[src/rtl/imul_pipe.sv]
// -----------------------------------------------------------------------------
// imul_pipe
//   Fully pipelined integer multiply unit for the backend issue path.
//   Executes RV32M MUL / MULH / MULHSU / MULHU and accepts one op per cycle.
//   Each op carries a ROB tag that is returned with its result. Results retire
//   strictly in issue order.
//
//   The full product is formed combinationally in front of the first pipeline
//   register. A high/low select bit travels with the product through LATENCY-1
//   further registers, so synthesis is free to retime the multiplier across
//   them. The last register holds the selected XLEN-bit result, which drives
//   out directly.
//
//   A result that is valid but not taken freezes the whole pipe (stall). There
//   is no bubble compaction: every stage advances or holds together.
//
// Parameters:
//   XLEN       operand and result width
//   LATENCY    accept-to-result cycles (>= 2)
//   TAG_WIDTH  width of the tag carried with each op
//
// Ports:
//   clock      system clock
//   reset      synchronous, active-high reset
//   in_valid   op presented this cycle
//   in_ready   unit can accept an op this cycle (combinational, = !stall)
//   in_type    0=MUL, 1=MULH, 2=MULHSU, 3=MULHU
//   in1, in2   rs1 / rs2 operands
//   in_tag     tag returned with the result
//   flush      kill every in-flight op (only with IMUL_FLUSH_EN)
//   out_valid  result valid
//   out_ready  consumer accepts the result
//   out        result
//   out_tag    tag of the result
//
// Build option:
//   IMUL_FLUSH_EN  when defined, flush clears every stage valid bit and
//                  out_valid, and discards an op presented in the same cycle.
//                  When undefined, flush is ignored.
// -----------------------------------------------------------------------------
module imul_pipe #(
    parameter int XLEN      = 32,
    parameter int LATENCY   = 5,
    parameter int TAG_WIDTH = 6
) (
    input  logic                 clock,
    input  logic                 reset,
    input  logic                 in_valid,
    output logic                 in_ready,
    input  logic [1:0]           in_type,
    input  logic [XLEN-1:0]      in1,
    input  logic [XLEN-1:0]      in2,
    input  logic [TAG_WIDTH-1:0] in_tag,
    input  logic                 flush,
    output logic                 out_valid,
    input  logic                 out_ready,
    output logic [XLEN-1:0]      out,
    output logic [TAG_WIDTH-1:0] out_tag
);

    localparam int PW = 2 * XLEN;
    // Product-carrying stages; the output register is the final stage.
    localparam int NS = LATENCY - 1;

    logic                 stall;
    logic                 adv;
    logic                 kill;

    logic                 sign1;
    logic                 sign2;
    logic [XLEN:0]        op1_ext;
    logic [XLEN:0]        op2_ext;
    logic signed [PW+1:0] prod_full;
    logic [1:0]           prod_unused;

    logic [PW-1:0]        prod_q [NS];
    logic                 hi_q   [NS];
    logic [TAG_WIDTH-1:0] tag_q  [NS];
    logic                 vld_q  [NS];

    assign stall    = out_valid && !out_ready;
    assign in_ready = !stall;
    assign adv      = !stall;

`ifdef IMUL_FLUSH_EN
    assign kill = flush;
`else
    logic flush_unused;
    assign kill         = 1'b0;
    assign flush_unused = flush;
`endif

    // Operand extension to XLEN+1 bits: rs1 is signed for MULH/MULHSU,
    // rs2 only for MULH. The extra bit lets one signed multiplier cover all
    // four types, including unsigned operands with the MSB set.
    always_comb begin
        sign1     = (in_type == 2'd1) || (in_type == 2'd2);
        sign2     = (in_type == 2'd1);
        op1_ext   = {sign1 & in1[XLEN-1], in1};
        op2_ext   = {sign2 & in2[XLEN-1], in2};
        prod_full = $signed({{(XLEN + 1){op1_ext[XLEN]}}, op1_ext})
                  * $signed({{(XLEN + 1){op2_ext[XLEN]}}, op2_ext});
    end

    // The top two product bits never reach a result.
    assign prod_unused = prod_full[PW+1:PW];

    // Datapath registers carry no reset; only the valid bits and the visible
    // output need a defined value.
    always_ff @(posedge clock) begin
        if (adv) begin
            prod_q[0] <= prod_full[PW-1:0];
            hi_q[0]   <= (in_type != 2'd0);
            tag_q[0]  <= in_tag;
            for (int i = 1; i < NS; i++) begin
                prod_q[i] <= prod_q[i-1];
                hi_q[i]   <= hi_q[i-1];
                tag_q[i]  <= tag_q[i-1];
            end
        end
    end

    always_ff @(posedge clock) begin
        if (reset) begin
            for (int i = 0; i < NS; i++) begin
                vld_q[i] <= 1'b0;
            end
            out_valid <= 1'b0;
            out       <= '0;
            out_tag   <= '0;
        end else if (kill) begin
            // Flush wins over a stall and drops the op presented this cycle.
            for (int i = 0; i < NS; i++) begin
                vld_q[i] <= 1'b0;
            end
            out_valid <= 1'b0;
        end else if (adv) begin
            // adv implies in_ready, so in_valid alone marks an accepted op.
            vld_q[0] <= in_valid;
            for (int i = 1; i < NS; i++) begin
                vld_q[i] <= vld_q[i-1];
            end
            out_valid <= vld_q[NS-1];
            out       <= hi_q[NS-1] ? prod_q[NS-1][PW-1:XLEN]
                                    : prod_q[NS-1][XLEN-1:0];
            out_tag   <= tag_q[NS-1];
        end
    end

endmodule

[config.mk]
export PLATFORM = sky130hd
export DESIGN_NAME = imul_pipe
export DESIGN_NICKNAME = d
export VERILOG_FILES = /design/src/rtl/imul_pipe.sv
export SDC_FILE = /design/constraint.sdc
export NUM_CORES = 2
export LEC_CHECK = 0
export BUFFER_PORTS_ARGS = -buffer_cell sky130_fd_sc_hd__buf_2
export CAP_MARGIN = 30
export CORE_MARGIN = 10
export CORE_UTILIZATION = 40
export DETAILED_ROUTE_END_ITERATION = 8
export SYNTH_ARGS = -nofsm -noshare
export SYNTH_HDL_FRONTEND = slang
export SYNTH_SLANG_ARGS = --single-unit
[constraint.sdc]
create_clock -name clock -period 11.4 [get_ports clock]
set_input_delay 0.57 -clock clock [delete_from_list [all_inputs] [get_ports clock]]
set_output_delay 0.57 -clock clock [all_outputs]
set_load 0.1 [all_outputs]
## Word-level counts from Yosys, hierarchy flattened

Memory sizes are Yosys's and may differ from the RTL's. A register that Yosys moved wholly into a read port is not among the register bits.
Cells that the tools add are included.

- Bits in registers: 32
- Bits in latches: 0
- Bits in writable memories: 288
- ROM bits: 0
- Input bits: 77
- Output and inout bits: 40
- Memories: 4

- Add/subtract/negate cells: 0
- $mul: 1
- Div/mod/pow operators: 0
- $lt $le $gt $ge: 0
- Equality and inequality tests: 2
- Shift-type cells: 0
- Muxes and demuxes: 10
- Bitwise logic cells: 6
- Reduce and logical (&&, ||, !) cells: 7

Memories:

| memory | depth | bits a word | rd ports | clocked after memory_dff | write ports | line | source |
|---|---|---|---|---|---|---|---|
| prod_q | 4 | 64 | 4 | 0 | 4 | 76 | `logic [PW-1:0] prod_q [NS];` |
| tag_q | 4 | 6 | 4 | 1 | 4 | 78 | `logic [TAG_WIDTH-1:0] tag_q [NS];` |
| hi_q | 4 | 1 | 4 | 0 | 4 | 77 | `logic hi_q [NS];` |
| vld_q | 4 | 1 | 4 | 1 | 4 | 79 | `logic vld_q [NS];` |

Operators by type and width:

| kind | count |
|---|---|
| $mul 33x33->64 | 1 |
| $mux 32 | 1 |
| $mux 1 | 9 |
| $logic_not 1->1 | 4 |
| $or 1x1->1 | 4 |
| $and 1x1->1 | 2 |
| $eq 2x1->1 const B | 1 |
| $eq 2x2->1 const B | 1 |
| $reduce_bool 2->1 | 1 |
| $logic_and 1x1->1 | 1 |
| $logic_or 1x1->1 | 1 |

## Longest topological paths before layout

- Depth in word-level cells: 6
- Depth in mapped cells: 33

## Least setup slack after synthesis

No wires, ideal clock.

- Kind: register to register
- Start: register out_valid, read port of vld_q
- End: register out[17]
- Arrival time: 10,126 ps
- Setup slack: 710 ps
- Stages on the path, launching flop included: 6
- Cells stage by stage: dfxtp_1 nor2b_1 clkbuf_1 inv_2 clkbuf_1 a211oi_1

- Cells in the longest elaborated chain, start to end: 1

RTL lines:

| what | line | source |
|---|---|---|
| start, declared | 55 | `output logic out_valid,` |
| $logic_and 1x1->1 | 81 | `assign stall = out_valid && !out_ready;` |
| end signal, assigned | 144 | `out <= hi_q[NS-1] ? prod_q[NS-1][PW-1:XLEN]` |
| end, declared | 57 | `output logic [XLEN-1:0] out,` |

No other way between the ends.
A chain may end at the register's enable or synchronous reset.

==> summary.txt <==
STA
  – Setup-failing EPs final: 0
  – Setup_tns: 0 ns
  – Final worst path period share: 78.5%
  – Hold Vio Cnt, Final: 0
  – Pins Over Slew Limit: 0
  – Actual slew at the worst max-slew pin: 0.994 ns
  – Fin Clk Skew: 0.0153 ns
  – RSZ-0062 raised after global routing: no
  – Period minus WS final: 8.95 ns
  – Achievable frequency: 112 MHz
  – Relative slew slack: 33.7%

Detailed routing
  – # DRC: 0
  – Vias post-DR: 30.9k
  – WL final: 115 mm
  – DR WL/cell: 18.4 um
  – Vias/cell: 4.91
  – Drt pass-1 iters: 5
  – Initial DRC count: 1815
  – Detail Route Antenna Nets: 0

Flow run
  – # Max-Cap Violations: 0

Cells and area
  – Synth-to-layout area growth: 6.14%
  – Share of cells above drive strength 1: 4.31%
  – Nets@finish: 6060
  – Fill count: 11.6k

Synthesis
  – Most frequent cell after synthesis: inv_1
  – Seq/Total Area, Yosys: 19.5%
  – Cells after synthesis: 4720
  – Average size of a mapped cell: 10.2 um2
  – Synth Area in Compound Gates: 3.27%
  – Largest family of logic cells by synthesized area: adder cells
  – Syn nets: 6136
  – Synth Cell Area: 0.0483 mm2
  – EDFF count, synth: 288
  – Yosys cell types: 63
  – Post-Synth XOR/XNOR Area: 1.38%
  – Async S/R FF share, synth: 0%
  – Post-Synth Adder-Cell Area: 52.2%
  – Main synth FF type: edfxtp_1
  – Number of synthesis warnings: 0
  – Post-synthesis simple-gate area fraction: 11.8%
  – Synth area leader: fa_1
  – Post-synthesis mux area share: 0.664%
  – Share of the synthesized area in the top cell type: 46.7%
  – Yosys reg bits: 327
  – Top cells by area, synth: fa_1, edfxtp_1, inv_1
  – Most frequent cells after synthesis: inv_1, fa_1, nand2_1

Global routing
  – GR Util All Layers: 17.5%
  – Initial antenna violation count: 15
  – Largest net degree at the start of global routing: 142
  – Vias in the first global route: 34.0k
  – First-pass GRT wire length: 190 mm
  – GR Overflow Total: 0

Critical path
  – CP peak stage delay: 0.75 ns
  – Crit start category: primary input
  – FF-to-FF Start: out_valid
  – Worst R2R Path Depth: 4
  – R2r endpoint: prod_q[2][30]
  – R2r setup slk: 8.61 ns
  – CP Capture Type: flip-flop
  – CP max-delay cell: ha_1
  – Crit path kind: primary input to flip-flop
  – CP dominant cell by count: fa_1
  – Crit Path Max Fanout: 18
  – WP data required: 11.68 ns
  – Worst path arrival time: 9.22 ns
  – Worst setup startpoint: in_type[0]
  – Worst setup endpoint: prod_q[0][63]

CTS
  – Clk root buf: clkbuf_16
  – Worst-skew pair later-pin latency: 0.53 ns
  – Hold_buf cts: 0
  – H-Tree Depth: 2
  – # Post-CTS Setup Buffers: 0
  – Sink Count: 327
  – PostCTS Resize Cnt: 0
  – TritonCTS buffer count: 36
  – Clk pin slew, worst setup/hold paths: 0.06 ns
  – CTS tree: built
  – Clock buffer depth: 3

Floorplan
  – Row count: 127
  – Total die area: 0.135 mm2
  – Die H: 367 um
  – Top-level I/O count: 117
  – CORE AREA: 0.120 mm2
  – Die W: 367 um
  – Initial Utilization: 40.3%

Outcome
  – Run status: complete, no violations

Place
  – Placer Congestion: 0.890
  – I/O Buffers: 115
  – DP HPWL: 91.3 mm

Worst hold path
  – Hold Path Class: primary input to flip-flop
[cell type report]
cell class              count  area (um2)  area share (%)
inverters                1185        4460            8.70
flip-flops and latches    327        9430            18.4
well taps                1612        2020            3.94
multi-input cells        2964       33500            65.3
repair buffers            130         766            1.49
clock inverters            13         124           0.242
diodes                      4        10.0          0.0195
clock buffers              46         968            1.89
[logic make-up (layout without fill, tap and decap cells)]
kind of cell               count (synthesis)  in the layout
adders and majority gates               1339           1339
xor gates and xnor gates                  76             76
other                                      0              4
and+or+nand+nor                         1282           1282
AOI/OAI and AO/OA                        235            235
muxes                                     32             32
buffers and inverters                   1429           1374
DFF                                      327            327
[layout by cell type (no fill, tap or decap), types with 4 or more instances in the layout]
master,n
diode_2,4
o21bai_1,15
and3_1,21
a211oi_1,43
nand2b_1,6
nand3_1,16
and2_1,273
clkbuf_1,7
buf_2,115
nor3_1,9
fa_1,1125
o31ai_1,5
a21oi_1,64
nor2b_1,6
or2_2,8
xor2_1,19
dfxtp_1,39
clkinv_1,5
a21o_1,27
mux2i_1,32
edfxtp_1,288
nor2_1,96
o21a_1,9
ha_1,214
nand2_1,825
buf_4,10
inv_1,1184
a31oi_1,6
nand4_1,14
xnor2_1,57
clkbuf_16,36
o21ai_0,30
[critical path: cells and delay by family]
kind                     cells  cell delay (ns)
buffers and inverters        8             1.35
AO/OA/AOI/OAI                4             0.96
adder cells (fa/ha/maj)     10             5.29
AND/OR/NAND/NOR              5             0.87
XOR/XNOR                     1             0.15
[flip-flops by register name (all words and copies together) (netlist names)]
register,cells
vld_q,4
out,32
prod_q,256
out_valid,1
hi_q,4
out_tag,6
tag_q,24
[metal layers]
| metal | vias to the layer above | global-route usage (%) | part of all wire, % |
|---|---|---|---|
| met4 | 8 | 3.27 | 1.6 |
| met3 | 155 | 2.64 | 6.2 |
| met2 | 913 | 28.6 | 47 |
| li1 | 13600 | - | - |
| met1 | 16200 | 24.8 | 45 |
| met5 | - | 0 | 0.042 |
[worst min path at each step]
stage / end / slack, ns / cells past startpoint / startpoint
4_1_cts: tag_q[0][5] / 0.16 / 1 / in_tag[5]
2_1_floorplan: hi_q[1] / 0.40 / 0 / hi_q[0]
3_3_place_gp: prod_q[1][36] / 0.40 / 0 / prod_q[0][36]
6_report: tag_q[0][5] / 0.20 / 1 / in_tag[5]
5_1_grt: tag_q[0][5] / 0.17 / 1 / in_tag[5]
3_5_place_dp: prod_q[1][3] / 0.40 / 0 / prod_q[0][3]
[per-stage QoR]
step	hold slack [ns]	cells	setup slack, ns	area (um2)	util, %
3_3_place_gp	0.401	6214	1.94	50000	41.8
3_5_place_dp	0.405	6217	1.86	50100	41.8
5_1_grt	0.171	6281	2.00	51200	42.8
4_1_cts	0.163	6276	2.43	51200	42.7
6_report	0.204	6281	2.45	51200	42.8
2_1_floorplan	0.400	4720	0.710	48300	-
Power is not shown: default switching activity piles up to over one toggle a cycle in this logic, so the estimate is an artifact.
